File: src/rtl/nn_pkg.sv
// Types shared by the inference controller and the neural network datapath.
package nn_pkg;

    typedef enum logic [1:0] {
        ACT_NONE,
        ACT_RELU,
        ACT_SIGMOID,
        ACT_TANH
    } ACTIVATION;

    typedef struct packed {
        logic [15:0] num_inputs;
        logic [15:0] num_neurons;
        ACTIVATION   activation;
    } LAYER;

    typedef enum logic [2:0] {
        LOAD,
        FIRE,
        WAIT,
        SCAN,
        RESULT
    } ctrl_state_t;

endpackage

File: src/rtl/argmax_unit.sv
// Sequential signed argmax: one element per cycle, starting with element 0 in the start cycle.
// done is a combinational strobe in the last compare cycle; index/score then hold the final answer.
module argmax_unit #(
    parameter int DATA_WIDTH  = 32,
    parameter int NUM_OUTPUTS = 10,
    localparam int IDX_W      = (NUM_OUTPUTS > 1) ? $clog2(NUM_OUTPUTS) : 1
) (
    input  logic                                    clock,
    input  logic                                    reset,
    input  logic                                    start,
    input  logic [NUM_OUTPUTS-1:0][DATA_WIDTH-1:0]  vec,
    output logic                                    done,
    output logic [IDX_W-1:0]                        index,
    output logic signed [DATA_WIDTH-1:0]            score
);

    localparam logic [IDX_W-1:0] LAST = IDX_W'(NUM_OUTPUTS - 1);

    logic                         running;
    logic [IDX_W-1:0]             pos;
    logic [IDX_W-1:0]             best_idx;
    logic signed [DATA_WIDTH-1:0] best_val;
    logic signed [DATA_WIDTH-1:0] cur;
    logic                         take;

    // Strictly greater only, so ties keep the lowest index.
    assign cur   = vec[pos];
    assign take  = cur > best_val;
    assign done  = running && (pos == LAST);
    assign index = take ? pos : best_idx;
    assign score = take ? cur : best_val;

    always_ff @(posedge clock or posedge reset) begin
        if (reset) begin
            running  <= 1'b0;
            pos      <= '0;
            best_idx <= '0;
            best_val <= '0;
        end else if (start) begin
            running  <= 1'b1;
            pos      <= IDX_W'(1);
            best_idx <= '0;
            best_val <= vec[0];
        end else if (running) begin
            best_idx <= index;
            best_val <= score;
            if (pos == LAST) begin
                running <= 1'b0;
            end else begin
                pos <= pos + 1'b1;
            end
        end
    end

endmodule

File: src/rtl/nn_inference_controller.sv
// Loads a serial vector, fires the network, waits (with timeout) for a fresh done edge, argmaxes the outputs.
// Input stream is back-pressured outside LOAD; the result is held until result_ready.
module nn_inference_controller
    import nn_pkg::*;
#(
    parameter int DATA_WIDTH     = 32,
    parameter int NUM_INPUTS     = 10,
    parameter int NUM_OUTPUTS    = 10,
    parameter int TIMEOUT_CYCLES = 4096,
    localparam int CLASS_W       = (NUM_OUTPUTS > 1) ? $clog2(NUM_OUTPUTS) : 1,
    localparam int IDX_W         = (NUM_INPUTS > 1) ? $clog2(NUM_INPUTS) : 1,
    localparam int TCNT_W        = $clog2(TIMEOUT_CYCLES + 1)
) (
    input  logic                                   clock,
    input  logic                                   reset,
    input  logic                                   in_valid,
    input  logic signed [DATA_WIDTH-1:0]           in_data,
    input  logic                                   in_last,
    output logic                                   in_ready,
    output logic                                   nn_inputs_ready,
    output logic [NUM_INPUTS-1:0][DATA_WIDTH-1:0]  nn_inputs,
    input  logic [NUM_OUTPUTS-1:0][DATA_WIDTH-1:0] nn_outputs,
    input  logic                                   nn_outputs_ready,
    output logic                                   result_valid,
    input  logic                                   result_ready,
    output logic [CLASS_W-1:0]                     result_class,
    output logic signed [DATA_WIDTH-1:0]           result_score,
    output logic                                   busy,
    output logic                                   err_framing,
    output logic                                   err_timeout
);

    localparam logic [IDX_W-1:0]  LAST_IN   = IDX_W'(NUM_INPUTS - 1);
    localparam logic [TCNT_W-1:0] TCNT_LAST = TCNT_W'(TIMEOUT_CYCLES - 1);

    ctrl_state_t                            state;
    logic [IDX_W-1:0]                       idx;
    logic [TCNT_W-1:0]                      tcnt;
    logic [NUM_INPUTS-1:0][DATA_WIDTH-1:0]  in_buf;
    logic [NUM_OUTPUTS-1:0][DATA_WIDTH-1:0] out_buf;
    logic                                   ready_q;
    logic                                   scan_start;
    logic                                   am_done;
    logic [CLASS_W-1:0]                     am_index;
    logic signed [DATA_WIDTH-1:0]           am_score;

    assign nn_inputs = in_buf;

    always_ff @(posedge clock or posedge reset) begin
        if (reset) begin
            state           <= LOAD;
            idx             <= '0;
            tcnt            <= '0;
            in_buf          <= '0;
            out_buf         <= '0;
            ready_q         <= 1'b0;
            scan_start      <= 1'b0;
            in_ready        <= 1'b1;
            busy            <= 1'b0;
            nn_inputs_ready <= 1'b0;
            result_valid    <= 1'b0;
            result_class    <= '0;
            result_score    <= '0;
            err_framing     <= 1'b0;
            err_timeout     <= 1'b0;
        end else begin
            ready_q         <= nn_outputs_ready;
            nn_inputs_ready <= 1'b0;
            scan_start      <= 1'b0;
            err_framing     <= 1'b0;
            err_timeout     <= 1'b0;
            case (state)
                LOAD: begin
                    if (in_valid && in_ready) begin
                        in_buf[idx] <= in_data;
                        if (in_last && idx == LAST_IN) begin
                            state           <= FIRE;
                            idx             <= '0;
                            nn_inputs_ready <= 1'b1;
                            in_ready        <= 1'b0;
                            busy            <= 1'b1;
                        end else if (in_last || idx == LAST_IN) begin
                            err_framing <= 1'b1;
                            idx         <= '0;
                        end else begin
                            idx <= idx + 1'b1;
                        end
                    end
                end
                FIRE: begin
                    state <= WAIT;
                    tcnt  <= '0;
                end
                WAIT: begin
                    // A level left high by the previous inference is not a completion.
                    if (nn_outputs_ready && !ready_q) begin
                        out_buf    <= nn_outputs;
                        scan_start <= 1'b1;
                        state      <= SCAN;
                    end else if (tcnt == TCNT_LAST) begin
                        err_timeout <= 1'b1;
                        state       <= LOAD;
                        in_ready    <= 1'b1;
                        busy        <= 1'b0;
                    end else begin
                        tcnt <= tcnt + 1'b1;
                    end
                end
                SCAN: begin
                    if (am_done) begin
                        result_valid <= 1'b1;
                        result_class <= am_index;
                        result_score <= am_score;
                        state        <= RESULT;
                    end
                end
                RESULT: begin
                    if (result_ready) begin
                        result_valid <= 1'b0;
                        state        <= LOAD;
                        in_ready     <= 1'b1;
                        busy         <= 1'b0;
                    end
                end
                default: begin
                    state    <= LOAD;
                    in_ready <= 1'b1;
                    busy     <= 1'b0;
                end
            endcase
        end
    end

    argmax_unit #(
        .DATA_WIDTH  (DATA_WIDTH),
        .NUM_OUTPUTS (NUM_OUTPUTS)
    ) u_argmax (
        .clock (clock),
        .reset (reset),
        .start (scan_start),
        .vec   (out_buf),
        .done  (am_done),
        .index (am_index),
        .score (am_score)
    );

endmodule

File: config.mk
export PLATFORM = sky130hd
export DESIGN_NAME = nn_inference_controller
export DESIGN_NICKNAME = d
export VERILOG_FILES = /design/src/rtl/nn_pkg.sv /design/src/rtl/argmax_unit.sv /design/src/rtl/nn_inference_controller.sv
export SDC_FILE = /design/constraint.sdc
export NUM_CORES = 2
export LEC_CHECK = 0
export ABC_CLOCK_PERIOD_IN_PS = 21200
export BUFFER_PORTS_ARGS = -buffer_cell sky130_fd_sc_hd__buf_2
export CAP_MARGIN = 5
export CORE_AREA = 3 3 277 279
export DETAILED_ROUTE_END_ITERATION = 8
export DIE_AREA = 0 0 280 282
export GPL_TIMING_DRIVEN = 1
export PLACE_DENSITY = 0.68
export SYNTH_ARGS = -nofsm -noshare
export SYNTH_HDL_FRONTEND = slang
export SYNTH_SLANG_ARGS = --single-unit
File: constraint.sdc
create_clock -name clock -period 21.2 [get_ports clock]
set_input_delay 1.06 -clock clock [delete_from_list [all_inputs] [get_ports clock]]
set_output_delay 1.06 -clock clock [all_outputs]
set_load 0.02 [all_outputs]
==> flow_summary.yaml <==
power:
  peakVddDrop_v: 0.000172
  p_sw_w: 0.00257
  swShare_pct: 38.9
  power_density_mw_per_mm2: 168
  pwr-share-clk_pct: 21.8
  internal_power_w: 0.00403
  p_leak_nw: 19.3
  seq_power_share_pct: 35.9
  power.share.combinational_pct: 42.3
logic_synthesis:
  ys_types: 57
  synth-edff-count: 0
  yosysTopAreaCellShare_pct: 57.8
  synth-main-ff-cell: "dfrtp_1"
  async_flop_share_pct: 100
  synthesis.area_sq_mm: 0.0322
  seq_area_frac_synth_pct: 57.9
  yosysWarnings: 0
  postSynthNetCount: 2671
  synth_seq_cells: 745
  avgSynthCellArea_sq_um: 14.2
  ys_top_cells_by_area: "dfrtp_1 (58%), mux2_2 (22%), mux4_2 (4.5%)"
  synthCells: 2272
  synth_largest_area_cell: "dfrtp_1"
timing:
  finalCritPeriodShare_pct: 31.9
  maxSlewViolCount: 0
  worst_slew_pin_slew_ns: 1.18
  maxSlewHeadroom_pct: 21.3
  rsz0062_at_grt: "no"
  setup_viol: 0
  post-route-min-period_ns: 6.77
  whs_ns: 0.483
  fin_setup_tns_ns: 0
  clock_skew_ns: 0.0281
  max_freq_mhz: 148
  hold_viol: 0
clock_tree:
  clkTransAtPathRegs_ns: 0.07
  clock-sinks: 745
  cts-buffers-inserted: 81
  clock_latency_ns: 0.63
  clockRootBuffer: "clkbuf_16"
  cts_tree: "built"
  ctsResizeCount: 0
  cts_buffer_depth: 3
  h-tree-depth: 3
  postCtsHoldBufs: 0
  post_cts_buffers: 0
global_routing:
  first_global_vias: 22834
  track_usage_pct: 23.2
  overflow: 0
  grt_max_degree: 193
  antenna_found_initial: 22
  grt_pass1_wl_microns: 141000
place:
  io_buffers: 719
  gp_congestion: 0.891
  dp_hpwl_microns: 67500
setup_path:
  rrSetupSlack_ns: 14.43
  crit_required_ns: 21.63
  cpPeakStageDelay_ns: 0.95
  start_kind: "flip-flop"
  cp_top_family: "compound AO/OA/AOI/OAI gates"
  crit_type: "flip-flop to flip-flop"
  crit_chain: "buf_4 -> buf_4 -> mux4_2 -> mux2i_1 -> o22ai_1 -> ha_1 -> a21oi_1 -> o21ai_1 -> a221o_1 -> a2111o_1 -> o211a_2 -> o21ai_4 -> o311ai_0"
  worstPathArrival_ns: 7.20
  path_buf_inv: 2
  cp_slowest_cell: "o21ai_4"
  endpoint_kind: "flip-flop"
  cpMostUsedCell: "buf_4"
  cp_max_fo: 44
run:
  cap_violations: 0
drt:
  drcViolationCount: 0
  drt-initial-drc-count: 1136
  wl_per_cell_microns: 23.8
  viasPerCell: 5.53
  vias: 21892
  drtAntennaViolNets: 0
  wirelength_microns: 94100
  detail_route.first_pass.iterations: 5
status:
  outcome: "finished clean"
worst_hold_path:
  min_path_type: "flip-flop to flip-flop"
cells_and_area:
  drive_gt1_share_pct: 53.7
  nNetsFinal: 3318
  layout_commonest_cell: "dfrtp_1"
  final_cell_mix: "dfrtp_1 (739), buf_2 (719), mux2_2 (640), nand2_1 (91), clkbuf_16 (81)"
  area_growth_pct: 22.0
floorplanning:
  start_util_pct: 43.3
  num_io_pins: 720
  die_w_microns: 280
  num_rows: 100
  die_height_microns: 282
  dieArea_sq_mm: 0.0790
  core_sq_mm: 0.0744
-- power by group through the flow --
stage	Clock [W]	Sequential [W]	Combinational (W)
floorplan	0	0.00246	0.00183
CTS	0.00147	0.00237	0.00280
finish	0.00144	0.00237	0.00279
global placement	0	0.00236	0.00270
detailed placement	0	0.00239	0.00279
global route	0.00153	0.00243	0.00304
-- registers in the layout, summed over array words and instances (netlist names) --
register	cells
u_argmax.best_val	32
busy	1
u_argmax.running	1
nn_inputs_ready	1
idx	4
err_timeout	1
u_argmax.best_idx	4
result_score	32
tcnt	13
scan_start	1
ready_q	1
result_class	4
state	3
out_buf	320
err_framing	1
u_argmax.pos	4
nn_inputs	320
in_ready	1
result_valid	1
-- stage by stage --
stage | util, % | area (sq um) | worst slack, ns | total power [W] | instances
2_1_floorplan | - | 32200 | 9.93 | 0.00429 | 2272
3_3_place_gp | 49.1 | 36600 | 14.59 | 0.00506 | 3805
3_5_place_dp | 49.1 | 36600 | 14.44 | 0.00518 | 3805
4_1_cts | 52.8 | 39300 | 14.43 | 0.00663 | 3949
5_1_grt | 52.8 | 39300 | 13.92 | 0.00700 | 3955
6_report | 52.8 | 39300 | 14.43 | 0.00660 | 3958
-- worst min-delay path, stage by stage (launching register included) --
cell,delay (ns)
dfrtp_1,0.34
nand2_1,0.05
o31ai_1,0.05
-- layer usage --
| layer | track usage, % | vias to the layer above | share of wire, % | wire, microns |
|---|---|---|---|---|
| li1 | - | 9572 | - | - |
| met1 | 27.8 | 11202 | 38 | 36000 |
| met2 | 38.7 | 884 | 49 | 45900 |
| met3 | 6.91 | 210 | 8.5 | 7960 |
| met4 | 10.8 | 24 | 4.4 | 4100 |
| met5 | 0 | - | 0.17 | 159 |
-- Yosys cell counts, types with 31 or more instances --
| library cell | number |
|---|---|
| clkbuf_1 | 82 |
| mux2i_1 | 64 |
| a21oi_1 | 55 |
| inv_1 | 74 |
| nor2_1 | 31 |
| o22ai_1 | 34 |
| mux4_2 | 64 |
| mux2_2 | 640 |
| nor3_1 | 39 |
| nand2_1 | 98 |
| o31ai_1 | 35 |
| dfrtp_1 | 744 |
| ha_1 | 41 |
| nand4b_1 | 32 |
| buf_1 | 59 |
-- cell type report --
type / count / area, sq um
well taps: 969 / 1210
diodes: 9 / 22.5
clock buffers: 106 / 2220
inverters: 74 / 282
fillers: 6177 / 35100
repair buffers: 739 / 3770
clock inverters: 38 / 492
flip-flops and latches: 745 / 18700
multi-input cells: 1278 / 12700
-- logic make-up (layout without fill, tap and decap cells) --
| group | count (synthesis) | after routing | share of synthesized area (%) |
|---|---|---|---|
| mux | 768 | 768 | 28.8 |
| flops | 745 | 745 | 57.9 |
| simple gates | 261 | 261 | 4.16 |
| buf+inv | 249 | 957 | 3.11 |
| compound gates | 195 | 195 | 4.07 |
| fa+ha+maj | 41 | 41 | 1.59 |
| xor+xnor | 13 | 13 | 0.353 |
| other cells | 0 | 9 | 0 |
-- worst paths after layout --
path	from	end	cells past startpoint
hold / removal	result_score[6]	result_score[6]	2
max in group asynchronous	reset	u_argmax.best_val[14]	5
setup / recovery	u_argmax.pos[0]	u_argmax.best_val[30]	13
hold reg to reg	result_score[6]	result_score[6]	2
setup reg to reg	u_argmax.pos[0]	u_argmax.best_val[30]	13
min in group asynchronous	reset	nn_inputs[122]	2
(Power assumes the default switching activity.)
